<file path="src/rtl/pipe_sequencer.sv">
// Pipeline controller for the 5-stage WISC core: stage load enables, bubbles/flushes,
// HALT drain sequencing and a saturating lost-fetch-cycle counter.
module pipe_sequencer #(
  parameter int unsigned DRAIN_CYCLES = 3,
  parameter int unsigned CNT_W        = 16
) (
  input  logic             clk,
  input  logic             rst,
  input  logic             hazard_stall,
  input  logic             redirect,
  input  logic             imem_stall,
  input  logic             dmem_stall,
  input  logic             halt_ID,
  output logic             pc_en,
  output logic             ifid_en,
  output logic             ifid_flush,
  output logic             idex_en,
  output logic             idex_bubble,
  output logic             exmem_en,
  output logic             memwb_en,
  output logic             memwb_bubble,
  output logic             halted,
  output logic [CNT_W-1:0] stall_cnt
);

  localparam int unsigned DW = $clog2(DRAIN_CYCLES + 1);
  localparam logic [DW-1:0]    DRAIN_LOAD = DW'(DRAIN_CYCLES);
  localparam logic [CNT_W-1:0] CNT_MAX    = '1;

  typedef enum logic [1:0] {
    RUN    = 2'd0,
    DRAIN  = 2'd1,
    HALTED = 2'd2
  } state_t;

  state_t        state, state_next;
  logic [DW-1:0] drain_cnt, drain_next;
  logic          halt_accept;

  // HALT is only taken when no higher-priority RUN condition is present
  assign halt_accept = halt_ID && !dmem_stall && !hazard_stall && !redirect;

  always_ff @(posedge clk or posedge rst) begin
    if (rst) begin
      state     <= RUN;
      drain_cnt <= '0;
      halted    <= 1'b0;
    end else begin
      state     <= state_next;
      drain_cnt <= drain_next;
      halted    <= (state_next == HALTED);
    end
  end

  always_comb begin
    state_next = state;
    drain_next = drain_cnt;
    case (state)
      RUN: begin
        if (halt_accept) begin
          state_next = DRAIN;
          drain_next = DRAIN_LOAD;
        end
      end
      DRAIN: begin
        if (!dmem_stall) begin
          if (drain_cnt != '0) drain_next = drain_cnt - DW'(1);
          if (drain_cnt <= DW'(1)) state_next = HALTED;
        end
      end
      HALTED: state_next = HALTED;
      default: begin
        state_next = RUN;
        drain_next = '0;
      end
    endcase
  end

  always_comb begin
    pc_en        = 1'b1;
    ifid_en      = 1'b1;
    ifid_flush   = 1'b0;
    idex_en      = 1'b1;
    idex_bubble  = 1'b0;
    exmem_en     = 1'b1;
    memwb_en     = 1'b1;
    memwb_bubble = 1'b0;
    if (rst || state == HALTED) begin
      pc_en    = 1'b0;
      ifid_en  = 1'b0;
      idex_en  = 1'b0;
      exmem_en = 1'b0;
      memwb_en = 1'b0;
    end else if (dmem_stall) begin
      // Freeze everything up to MEM; WB takes a bubble while memory finishes
      pc_en        = 1'b0;
      ifid_en      = 1'b0;
      idex_en      = 1'b0;
      exmem_en     = 1'b0;
      memwb_bubble = 1'b1;
      ifid_flush   = (state == DRAIN);
    end else if (state == DRAIN) begin
      pc_en      = 1'b0;
      ifid_flush = 1'b1;
    end else if (hazard_stall) begin
      pc_en       = 1'b0;
      ifid_en     = 1'b0;
      idex_bubble = 1'b1;
    end else if (redirect) begin
      ifid_flush = 1'b1;
    end else if (halt_ID || imem_stall) begin
      pc_en      = 1'b0;
      ifid_flush = 1'b1;
    end
  end

  // Lost fetch cycles while running; saturates instead of wrapping
  always_ff @(posedge clk or posedge rst) begin
    if (rst) begin
      stall_cnt <= '0;
    end else if (state == RUN && !pc_en && stall_cnt != CNT_MAX) begin
      stall_cnt <= stall_cnt + CNT_W'(1);
    end
  end

endmodule

</file>
<file path="config.mk">
export PLATFORM = sky130hd
export DESIGN_NAME = pipe_sequencer
export DESIGN_NICKNAME = d
export VERILOG_FILES = /design/src/rtl/pipe_sequencer.sv
export SDC_FILE = /design/constraint.sdc
export NUM_CORES = 1
export LEC_CHECK = 0
export BUFFER_PORTS_ARGS = -buffer_cell sky130_fd_sc_hd__buf_4
export CORE_MARGIN = 1
export CORE_UTILIZATION = 25
export DETAILED_ROUTE_END_ITERATION = 7
export GPL_ROUTABILITY_DRIVEN = 0
export PLACE_DENSITY = 0.4
export SETUP_SLACK_MARGIN = 0.3
export SYNTH_ARGS = -nofsm -noshare
export SYNTH_HDL_FRONTEND = slang
export SYNTH_SLANG_ARGS = --single-unit
</file>
<file path="constraint.sdc">
create_clock -name clk -period 2.3 [get_ports clk]
set_input_delay 0.23 -clock clk [delete_from_list [all_inputs] [get_ports clk]]
set_output_delay 0.23 -clock clk [all_outputs]
set_load 0.01 [all_outputs]
</file>
# Word-level counts from Yosys, hierarchy flattened
# Index checks and enable logic that the tools add are counted.
# word_totals
output_inout_bits	25
reg_bits	21
wordCells	62
input_bits	7
# op_classes
eq_ne	7
mux	33
n_reduce_logical	14
n_bitwise	1
magnitude_cmp	1
n_addsub	2
# ops
cell	count
$mux 1	25
$add 16x1->16 const B	1
$ne 16x16->1 const B	1
$mux 2	6
$pmux 2 s3	2
$ne 2x2->1 const B	3
$logic_and 1x1->1	5
$eq 2x2->1 const B	2
$logic_not 1->1	4
$reduce_and 4->1	1
$eq 2x1->1 const B	1
$le 2x1->1 const B	1
$logic_not 2->1	1
$logic_or 1x1->1	2
$reduce_bool 2->1	1
$sub 2x1->2 const B	1
$not 1->1	1

# Longest topological paths before layout
# Gate-level depths: netlist of the first run.
# logic_depth
depth_word	10
mapped_depth	6
mapped_depth_nobuf	6

# Least setup slack after synthesis of the first run
# No wires, ideal clock.
# synth_path
kind	register to register
start	register stall_cnt[0]
end	register stall_cnt[1]
slack_ps	387
path_stages_with_launch	7
required_ps	2172
setup_ps	128
path_buffers	1
arrival_ps	1786
synth_period_minus_slack_ps	1913
cell_sequence	dfrtp_1 ha_1 nand2_1 or4_1 buf_2 o21ai_2 mux2_1
# synth_via
elab_chain_cells	2
word_cells_on_any_way	3
cone_classes	add/sub: 1; eq/ne: 1; reduce/logical: 1
# synth_rtl
element	line	source
start: declaration	23	output logic [CNT_W-1:0] stall_cnt
start signal: assignment	122	stall_cnt <= stall_cnt + CNT_W'(1);
parallel branches: the longest is 2 deep, another holds $add 16x1->16	n/a	
# Several ways; the timed one is not identified.
# A chain may end at the register's enable or synchronous reset.

# Final worst setup path of the first run
# layout_path
start	register stall_cnt[1]
end	register stall_cnt[1]
# The elaborated chain is that of the path after synthesis.

==> metrics.yaml, run 1 <==
outcome:
  status: "finished clean"
route:
  drc: 0
  drtIter0Drc: 80
  drtAntennaViolNets: 0
  routed_via_density: 5.01
  wl_per_cell_um: 14.4
  drtPass1Iterations: 6
  vias: 1062
  wl_um: 3060
die:
  initial_core_util_pct: 26.7
  die_width_um: 70.8
  core_sq_mm: 0.00444
  die_y_um: 70.8
  rows: 24
  die_area_sq_mm: 0.00502
  io_pins: 32
cells_and_area:
  nNetsFinal: 171
  final_layout_size_suffix_gt1_share_pct: 33.1
  area_growth_pct: 34.3
  final_common_cell: "buf_4"
  fin_area_sq_mm: 0.00159
  mostFrequentLayoutCells: "buf_4, dfrtp_1, xnor2_1"
  num_antenna_cells: 0
power_and_ir_drop:
  vdd_drop_max_mv: 0.394
  clkPwrFrac_pct: 17.1
  total_power_w: 0.00148
  pwr_density_cell_mw_per_mm2: 932
  swShare_pct: 39.2
  seq_power_share_pct: 39.8
  pwr-share-comb_pct: 43.1
  p_leak_nw: 0.668
  power.switching_w: 0.000582
  p_int_w: 0.000901
clocking:
  h-tree-depth: 1
  cts_root_buf: "clkbuf_8"
  clk_path_buf_depth: 2
  clkTransAtPathRegs_ps: 90
  hold_buffers: 0
  clock-sinks: 21
  clk_latency_ps: 270
  numCtsBuffers: 3
  cts_tree: "yes"
placed_design:
  post_dp_cell_area_sq_mm: 0.00149
  place.port_buffers: 31
  hpwlAfterDp_um: 2270
  place_ws_ps: 250
timing:
  final.setup.tns_ps: 0
  fin_crit_sh_pct: 82.6
  period_minus_slack_ps: 1900
  finalSetupViolCount: 0
  rsz0062_at_grt: "no"
  clock-skew-final_ps: 7.49
  holdWs_ps: 28.9
  fin_ws_ps: 401
  hold_violations: 0
  tightest_slew_ps: 593
  fmax_ghz: 0.527
  slew_headroom_pct: 59.9
  drv_slew: 0
yosys:
  syn_area_per_cell_sq_um: 9.96
  netlist_instances: 119
  yosysSeqAreaShare_pct: 44.4
  yosys-top-cells-area: "dfrtp_1, xnor2_1, ha_1"
  synth_warnings: 0
  synth.cell_area_sq_mm: 0.00118
  synth_top_area_cell: "dfrtp_1"
  synth_seq_cells: 21
  synth_top_area_share_pct: 44.4
  syn_nets: 129
  synth_cell_type_count: 37
global_routing:
  gr-total-overflow: 0
  grt_pass1_wl_um: 5190
  grt_max_degree: 22
  antenna_found_initial: 0
  grt_pass1_vias: 1072
  track_usage_pct: 13.2
critical_path:
  required_ps: 2460
  critPathCaptureType: "flop"
  path_class: "flop to flop"
  reg2reg_from: "stall_cnt[1]"
  crit_start: "stall_cnt[1]"
  critPathArrivalTime_ps: 2060
  cp_max_fo: 6
  start_kind: "flop"
flow_run:
  drv_cap: 0
hold_path:
  hp-class: "primary input to asynchronous set/reset pin"
==> what timing repair did <==
action	4_1_cts	5_1_grt
hold endpoints to repair	0	0
setup endpoints to repair	1	1
setup buffers	0	5
pin swaps	0	2
resized for setup	1	3
==> routing by layer <==
layer / vias to the layer above / wire (um) / GRT usage (%)
met4: 0 / 29 / 3.78
li1: 522 / - / -
met2: 20 / 1390 / 20.9
met1: 518 / 1520 / 17.7
met5: - / 0 / 0
met3: 2 / 118 / 3.70
==> area by class of cell <==
cell class | count | area (sq um)
clock buffer | 3 | 41.3
clock inverter | 1 | 5.00
fill | 496 | 2850
inverter | 8 | 30.0
multi-input combinational | 88 | 631
sequential | 21 | 527
tap | 52 | 65.1
timing repair buffer | 39 | 293
==> stage by stage <==
| step | util (%) | std cells |
|---|---|---|
| 2_1_floorplan | - | 119 |
| 3_3_place_gp | 33.6 | 203 |
| 5_1_grt | 35.8 | 212 |
| 3_5_place_dp | 33.6 | 203 |
| 6_report | 35.8 | 212 |
| 4_1_cts | 34.7 | 207 |
==> sequential cells by signal, indices dropped and copies added (netlist names) <==
name	count
stall_cnt	16
drain_cnt	2
state	2
halted	1
==> final timing paths <==
path                                 end  slack (ps)  depth (start not counted)
max in group asynchronous   stall_cnt[7]        2030                          3
min in group clk            drain_cnt[1]         310                          4
hold / removal                  state[0]          30                          3
setup / recovery            stall_cnt[1]         400                          5
hold reg to reg            stall_cnt[15]         510                          1
setup reg to reg            stall_cnt[1]         400                          5
==> worst max-delay path, stage by stage (launching register included) <==
cell     delay, ps
dfrtp_1        400
ha_2           190
nand2_1        110
or4_4          590
o21ai_4        170
mux2_1         330
==> cell usage after synthesis <==
library cell  count
ha_1              3
a21o_1            1
or2_2             1
xnor2_1          11
o21bai_1          1
nor4_2            2
o22ai_1           1
xor2_1            4
dfrtp_1          21
nand3_1           7
o31ai_1           3
a31o_2            1
mux2_1            1
nand2b_1          1
buf_4             1
and4b_1           1
and2_1            1
and3_1            1
o21ai_0           4
nor3_1            3
nor2_1            7
nand2_1           9
a21oi_1           3
nor4b_1           1
o21ai_2           1
nor4bb_1          1
or4_1             2
a211o_1           2
buf_2             1
nor4_1            5
nand4_4           1
a211oi_1          1
inv_1             8
nand4_1           4
and4_2            1
o211ai_1          2
o2111ai_1         1
==> power groups by stage <==
| stage | sequential [W] | clock (W) | combinational (W) |
|---|---|---|---|
| floorplan | 0.000606 | 0 | 0.000314 |
| global placement | 0.000594 | 0 | 0.000573 |
| finish | 0.000591 | 0.000254 | 0.000638 |
| detailed placement | 0.000599 | 0 | 0.000577 |
| CTS | 0.000594 | 0.000268 | 0.000579 |
| global route | 0.000608 | 0.000280 | 0.000711 |
==> cells by family after synthesis <==
kind of cell	Yosys count	synth area share, %
flops	21	44.4
compound gates	21	12.3
simple gates	48	24.6
fa+ha+maj	3	3.17
buf+inv	10	3.59
xor+xnor	15	11.1
mux	1	0.950
(Power assumes the default switching activity.)
==> inputs of run 2 (changes only) <==
==> constraint.sdc (replaced) <==
create_clock -name clk -period 1.78 [get_ports clk]
set_input_delay 0.178 -clock clk [delete_from_list [all_inputs] [get_ports clk]]
set_output_delay 0.178 -clock clk [all_outputs]
set_load 0.01 [all_outputs]
==> metrics.yaml, run 2 (synthesis gave the netlist of run 1 again) <==
outcome:
  status: "finished clean"
die:
  die_y_um: 70.8
  initial_core_util_pct: 26.7
  die_area_sq_mm: 0.00502
  die_width_um: 70.8
  core_sq_mm: 0.00444
  rows: 24
  io_pins: 32
timing:
  finalSetupViolCount: 0
  tightest_slew_ps: 331
  period_minus_slack_ps: 1730
  hold_violations: 0
  slew_headroom_pct: 77.7
  fin_ws_ps: 52.4
  clock-skew-final_ps: 10.7
  final.setup.tns_ps: 0
  fin_crit_sh_pct: 97.1
  rsz0062_at_grt: "yes"
  drv_slew: 0
  fmax_ghz: 0.579
  holdWs_ps: 24.2
critical_path:
  required_ps: 1940
  slowest_stage: "or4_4"
  cp_slowest_stage_delay_ps: 610
  cp.buffers_inverters: 0
  cp_max_fo: 3
  critPathArrivalTime_ps: 1890
  critical-path-top-delay-family: "simple AND/OR/NAND/NOR gates"
  worstPathCellList: "nand4_1, or4_4, o21ai_4, mux2_4"
  critPathCaptureType: "flop"
  start_kind: "flop"
  path_class: "flop to flop"
global_routing:
  grt_pass1_vias: 1186
  grt_max_degree: 22
  grt_pass1_wl_um: 5850
  track_usage_pct: 15.0
  gr-total-overflow: 0
  antenna_found_initial: 0
cells_and_area:
  reg_top3: "stall_cnt (16), drain_cnt (2), state (2)"
  largest_reg_flops: 16
  final_layout_size_suffix_gt1_share_pct: 59.3
  mostFrequentLayoutCells: "buf_4, dfrtp_1, buf_6"
  top_register: "stall_cnt"
  final_common_cell: "buf_4"
  final_core_util_pct: 47.2
  fill_cells: 440
  area_growth_pct: 77.2
  nNetsFinal: 205
  num_antenna_cells: 0
placed_design:
  place.port_buffers: 31
  hpwlAfterDp_um: 2460
  place_ws_ps: -29.0
route:
  wl_per_cell_um: 14.2
  drtIter0Drc: 46
  wl_met1_um: 1770
  wl_met2_um: 1550
  route.met3.wl_um: 136
  vias: 1203
  drc: 0
  wl_um: 3500
  drtPass1Iterations: 6
  drtAntennaViolNets: 0
  maxUsedRoutingLayer: "met4"
  routed_via_density: 4.89
clocking:
  clk_path_buf_depth: 2
  cts_tree: "yes"
  clkTransAtPathRegs_ps: 90
  clk_latency_ps: 270
  h-tree-depth: 1
  hold_buffers: 0
  cts_root_buf: "clkbuf_8"
  numCtsBuffers: 3
  clock-sinks: 21
flow_run:
  drv_cap: 0
hold_path:
  hp-class: "primary input to asynchronous set/reset pin"
power_and_ir_drop:
  pwr_density_cell_mw_per_mm2: 1170
  p_leak_nw: 0.865
  vdd_drop_max_mv: 0.657
-- run 2: cell count changes in the layout (fill, tap and decap cells not counted), moves of 3 or more --
| cell | before | now |
|---|---|---|
| buf_4 | 39 | 58 |
| buf_6 | 0 | 15 |
| dfrtp_2 | 1 | 5 |
| nand3_1 | 7 | 3 |
| dfrtp_1 | 20 | 16 |
| inv_1 | 8 | 5 |
| nor4_4 | 0 | 3 |
| nand2_1 | 9 | 6 |
| nand3_4 | 0 | 3 |
-- run 2: what timing repair did --
item                                   in CTS  in global routing
gates cloned                                0                  0
resized for setup                          40                 12
endpoints found under the hold margin       0                  0
pin swaps                                  16                  8
buffers inserted                           14                  4
setup endpoints to repair                  25                 25
-- run 2: layer usage --
| metal | GRT usage (%) | up-vias |
|---|---|---|
| li1 | - | 587 |
| met1 | 22.3 | 582 |
| met2 | 22.4 | 29 |
| met3 | 2.14 | 5 |
| met4 | 4.67 | 0 |
| met5 | 0 | - |
-- run 2: cell type report --
type	instances	area, sq um	area share (%)
clock buffer	3	41.3	1.97
clock inverter	1	5.00	0.238
inverter	8	36.3	1.73
multi-input combinational	88	816	38.9
sequential	21	532	25.3
tap	52	65.1	3.10
timing repair buffer	73	604	28.8
-- run 2: power by group --
| group | switching, W | internal [W] |
|---|---|---|
| Sequential | 0.0000916 | 0.000607 |
| Clock | 0.000173 | 0.000156 |
| Combinational | 0.000678 | 0.000749 |
| Total | 0.000942 | 0.00151 |
-- run 2: final timing paths --
kind / from / endpoint / slack (ps) / cells past startpoint
min in group clk: dmem_stall / drain_cnt[1] / 280 / 4
worst max register to register: stall_cnt[14] / stall_cnt[1] / 50 / 4
worst min register to register: drain_cnt[1] / drain_cnt[1] / 520 / 2
worst min-delay path: rst / stall_cnt[4] / 20 / 3
max in group asynchronous: rst / stall_cnt[6] / 1490 / 3
worst max-delay path: stall_cnt[14] / stall_cnt[1] / 50 / 4
-- run 2: stage by stage --
step	cell area (sq um)	power, W	cells
after floorplan	1220	0.00122	119
after global placement	1680	0.00166	224
after detailed placement	1680	0.00168	224
after CTS	2030	0.00239	242
after global routing	2100	0.00262	246
final	2100	0.00245	246
-- run 2: worst min-delay path, delay by kind of cell --
family	cells	cell delay, ps
buf+inv	3	510
